<file path="config.mk">
export PLATFORM = sky130hd
export DESIGN_NAME = cache_const_mul_pipe
export DESIGN_NICKNAME = d
export VERILOG_FILES = /design/src/rtl/cache_const_mul_pipe.sv
export SDC_FILE = /design/constraint.sdc
export NUM_CORES = 1
export LEC_CHECK = 0
export ABC_AREA = 1
export ABC_CLOCK_PERIOD_IN_PS = 2200
export BUFFER_PORTS_ARGS = -buffer_cell sky130_fd_sc_hd__buf_4
export CAP_MARGIN = 10
export CORE_UTILIZATION = 38
export CTS_CLUSTER_DIAMETER = 60
export DETAILED_ROUTE_END_ITERATION = 6
export PLACE_DENSITY_LB_ADDON = 0.08
export RECOVER_POWER = 50
export SLEW_MARGIN = 40
export SYNTH_ARGS = -nofsm -noshare
export SYNTH_HDL_FRONTEND = slang
export SYNTH_SLANG_ARGS = --single-unit
</file>
<file path="constraint.sdc">
create_clock -name clk -period 2.2 [get_ports clk]
set_clock_uncertainty 0.15 [all_clocks]
set_input_delay 0.33 -clock clk [delete_from_list [all_inputs] [get_ports clk]]
set_output_delay 0.33 -clock clk [all_outputs]
set_load 0.005 [all_outputs]
</file>
<file path="src/rtl/cache_const_mul_pipe.sv">
// Elastic pipelined constant multiplier: out_data = in_data * MUL_CONST.
// Ports: clk/rst, in_vld/in_rdy/in_data, out_vld/out_rdy/out_data/out_ovf, busy.
module cache_const_mul_pipe #(
  parameter int IN_W      = 16,
  parameter int OUT_W     = 20,
  parameter int MUL_CONST = 10,
  parameter int STAGES    = 2,
  parameter int SAT       = 0
) (
  input  logic             clk,
  input  logic             rst,
  input  logic             in_vld,
  output logic             in_rdy,
  input  logic [IN_W-1:0]  in_data,
  output logic             out_vld,
  input  logic             out_rdy,
  output logic [OUT_W-1:0] out_data,
  output logic             out_ovf,
  output logic             busy
);

  localparam int PW = IN_W + 16;
  localparam int XW = (OUT_W > PW) ? OUT_W : PW;

  logic [XW-1:0]    prod;
  logic             p_ovf;
  logic [OUT_W-1:0] p_data;

  assign prod   = XW'(in_data) * XW'(MUL_CONST);
  assign p_ovf  = |(prod >> OUT_W);
  assign p_data = ((SAT != 0) && p_ovf) ? '1 : prod[OUT_W-1:0];

  logic [STAGES-1:0] v_q, v_d;
  logic [OUT_W-1:0]  data_q [STAGES];
  logic [OUT_W-1:0]  data_d [STAGES];
  logic [STAGES-1:0] ovf_q, ovf_d;

  // acc[k]: stage k can load this cycle; acc[STAGES] is the sink.
  logic [STAGES:0]   acc;
  logic [STAGES-1:0] adv;

  // A stage accepts if the sink is ready or any stage from k
  // to the output end holds a bubble (bubbles collapse).
  always_comb begin
    logic tail;
    acc         = '0;
    acc[STAGES] = out_rdy;
    tail        = 1'b1;
    for (int k = STAGES - 1; k >= 0; k--) begin
      tail   = tail & v_q[k];
      acc[k] = out_rdy | ~tail;
    end
  end

  assign adv = v_q & acc[STAGES:1];

  always_comb begin
    v_d    = v_q;
    data_d = data_q;
    ovf_d  = ovf_q;
    if (acc[0]) begin
      v_d[0] = in_vld;
      if (in_vld) begin
        data_d[0] = p_data;
        ovf_d[0]  = p_ovf;
      end
    end
    for (int k = 1; k < STAGES; k++) begin
      if (acc[k]) begin
        v_d[k] = adv[k-1];
        if (adv[k-1]) begin
          data_d[k] = data_q[k-1];
          ovf_d[k]  = ovf_q[k-1];
        end
      end
    end
  end

  always_ff @(posedge clk) begin
    if (rst) begin
      v_q   <= '0;
      ovf_q <= '0;
      for (int k = 0; k < STAGES; k++) begin
        data_q[k] <= '0;
      end
    end else begin
      v_q    <= v_d;
      ovf_q  <= ovf_d;
      data_q <= data_d;
    end
  end

  assign in_rdy   = acc[0];
  assign out_vld  = v_q[STAGES-1];
  assign out_data = data_q[STAGES-1];
  assign out_ovf  = ovf_q[STAGES-1];
  assign busy     = |v_q;

endmodule

</file>
==> results.py <==
metrics = {
    "outcome": {
        "status": "finished, final reports clean",
    },
    "timing": {
        "finalSetupViolations": 0,
        "maxSlewHeadroom_pct": 48.5,
        "max_freq_ghz": 0.503,
        "tightest_slew_ns": 0.771,
        "grt_setup_unrepaired": "no",
        "slew_violations": 0,
        "fin_crit_ns": 1.99,
        "min_period_over_period_pct": 90.4,
        "hold_viol_final": 0,
    },
    "drt": {
        "wirelength_mm": 5.24,
        "detail_route.wl_per_cell_um": 10.6,
        "dr.pass1.iters": 4,
        "routed_via_density": 4.63,
        "vias": 2292,
        "drc": 0,
        "detail-route-antenna-nets": 0,
        "drt_iter0_drc": 107,
    },
    "clocking": {
        "cts_sinks": 40,
        "clk_latency_ns": 0.28,
        "cts-root-buf": "clkbuf_8",
        "cts_buffers": 5,
        "cts_max_level": 2,
        "cts_tree": "done",
        "cts_setup_buffers": 0,
        "clk_pin_slew_ns": 0.07,
        "cts_hold_buf": 0,
        "cts_buffer_depth": 2,
    },
    "final_layout": {
        "nets": 463,
        "n_antenna_cell": 0,
        "final_cell_mix": "78 x nand2_1, 69 x inv_1, 40 x dfxtp_1",
        "syn_to_final_growth_pct": 13.1,
        "fillers": 739,
        "layout_commonest_cell": "nand2_1",
        "fin_area_um2": 3000,
        "stdcell_count": 495,
        "drive_above_1_share_pct": 15.9,
    },
    "critical_path": {
        "crit_buf_inv": 2,
        "crit_family": "adder cells",
        "critPathKind": "in2reg",
        "cp.arrival_ns": 2.02,
        "path_max_fanout": 3,
        "crit_path_top_delay_cell": "fa_1",
        "critPathMaxStageDelay_ns": 0.41,
        "r2r_start": "v_q[1]",
        "setup.worst_path.start": "in_data[1]",
        "cp-start-kind": "primary input",
        "critical_path_depth": 11,
        "rr_worst_depth": 5,
        "rr_endpoint": "out_data[7]",
        "cp_data_required_time_ns": 2.24,
        "crit_path_end": "data_q[32]",
        "r2r_setup_slack_ns": 0.41,
        "worstPathCellList": "buf_4 > ha_1 > ha_1 > fa_1 > nand3_1 > nand3_2 > nand2_1 > nand2_1 > xor2_1 > o21ai_1 > inv_1",
        "crit_path_end_kind": "flip-flop",
    },
    "logic_synthesis": {
        "synthSimpleGateAreaFrac_pct": 22.3,
        "ys_seq_elements": 40,
        "ys.warnings.count": 0,
        "synthMuxAreaShare_pct": 0,
        "syn_inst": 388,
        "yosysSeqAreaShare_pct": 30.2,
        "synth_area_um2": 2650,
        "synthXorXnorAreaFrac_pct": 2.31,
        "ys_types": 25,
        "synth_top_family_by_area": "simple AND/OR/NAND/NOR gates",
        "synthAdderAreaFrac_pct": 14.0,
        "postSynthAreaPerCell_um2": 6.83,
        "synth_compound_area_share_pct": 13.1,
    },
    "grt": {
        "track_usage_pct": 15.8,
        "grt_pass1_wl_mm": 9.40,
        "grt_max_degree": 32,
        "overflow": 0,
        "grt_pass1_vias": 2063,
        "antenna_found_initial": 0,
    },
    "placement": {
        "placed_area_um2": 2910,
        "gp_congestion": 0.789,
        "place_inst": 487,
        "post-dp-hpwl_mm": 4.23,
        "port_buffers": 41,
    },
    "hold_path": {
        "hold_depth": 3,
        "hp-class": "in2reg",
    },
    "die": {
        "die_x_um": 85.5,
        "initial_utilization_pct": 39.2,
        "rows": 30,
        "fp.dieArea_um2": 7320,
        "die_h_um": 85.5,
        "ios": 44,
        "fp.coreArea_um2": 6760,
    },
    "power_and_ir_drop": {
        "powerDensity_nw_per_um2": 610,
        "p_leak_uw": 0.00165,
        "irDropWorstVdd_mv": 0.233,
    },
    "flow_run": {
        "maxCapViolations": 0,
    },
}
-- through the flow --
stage	util (%)	hold WS, ns	TNS [ns]	power, uW	setup WS (ns)
3_5_place_dp	43.0	0.295	-0.494	1360	-0.117
6_report	44.4	0.136	0	1830	0.212
2_1_floorplan	-	0.279	0	1230	0.0915
3_3_place_gp	43.0	0.294	-0.315	1360	-0.0765
5_1_grt	44.4	0.150	0	1980	0.0571
4_1_cts	44.4	0.123	0	1860	0.192
-- cell type report --
cell class,count,area [um^2],area share [%]
repair buffers,48,357,11.9
flip-flops and latches,40,801,26.7
well taps,80,100,3.34
clock inverters,2,10.0,0.334
multi-input cells,248,1380,46.1
clock buffers,6,82.6,2.75
inverters,71,267,8.89
-- worst reg2reg max path: cells and delay by family (launching register included) --
kind,cells,cell delay [ns]
flip-flops,1,0.32
buffers and inverters,1,0.63
AO/OA/AOI/OAI,2,0.33
AND/OR/NAND/NOR,2,0.30
-- cells by family (layout without fill, tap and decap cells) --
| kind of cell | count (synthesis) | in the layout |
|---|---|---|
| simple gates | 141 | 141 |
| xor+xnor | 7 | 7 |
| other cells | 1 | 2 |
| buf+inv | 101 | 127 |
| compound gates | 69 | 69 |
| fa+ha+maj | 29 | 29 |
| flops | 40 | 40 |
-- state kept, by name, summed over array words and instances (netlist names) --
name,flops
data_q,19
out_data,19
v_q,2
-- Yosys cell counts --
| cell type | number | area [um^2] |
|---|---|---|
| xnor2_1 | 1 | 8.76 |
| nand4_1 | 2 | 12.5 |
| clkbuf_1 | 3 | 11.3 |
| or2_2 | 1 | 6.26 |
| o21ai_1 | 5 | 25.0 |
| ha_1 | 28 | 350 |
| nand2_2 | 2 | 12.5 |
| a31oi_1 | 1 | 6.26 |
| nand2_1 | 77 | 289 |
| buf_4 | 23 | 173 |
| conb_1 | 1 | 3.75 |
| a21oi_1 | 36 | 180 |
| fa_1 | 1 | 20.0 |
| dfxtp_1 | 40 | 801 |
| buf_6 | 1 | 11.3 |
| o21ai_0 | 27 | 135 |
| nor2_2 | 4 | 25.0 |
| xor2_1 | 6 | 52.6 |
| nor2_4 | 1 | 11.3 |
| nand2_4 | 1 | 11.3 |
| nand3_1 | 20 | 100 |
| nor2_1 | 33 | 124 |
| inv_1 | 67 | 251 |
| buf_2 | 3 | 15.0 |
| inv_2 | 4 | 15.0 |
-- how the worst min path moves through the flow --
stage	startpoint	endpoint	slack, ns
2_1_floorplan	data_q[30]	out_data[10]	0.28
5_1_grt	in_data[0]	data_q[21]	0.15
3_5_place_dp	data_q[31]	out_data[11]	0.30
4_1_cts	in_data[0]	data_q[21]	0.12
3_3_place_gp	data_q[29]	out_data[9]	0.29
6_report	in_data[0]	data_q[21]	0.14
-- per-layer routing --
layer,vias up,part of all wire [%],routed length [um],track usage (%)
met1,1002,54,2810,22.3
met4,0,1.7,87,6.21
li1,1247,-,-,-
met2,38,42,2180,24.3
met5,-,0,0,0
met3,5,3.0,158,2.50
-- what timing repair did --
item / in CTS / in global routing
gates resized for setup: 0 / 2
endpoints found under the setup margin: 0 / 2
endpoints found under the hold margin: 0 / 0
-- power by group --
| group | switching, uW | internal [uW] | total (uW) | leakage [uW] |
|---|---|---|---|---|
| sequential | 22.7 | 786 | 809 | 0.000331 |
| combinational | 310 | 223 | 533 | 0.00127 |
| clock | 238 | 250 | 488 | 0.0000510 |
| total | 570 | 1260 | 1830 | 0.00165 |
No activity file was read; power rests on OpenSTA's default activity.
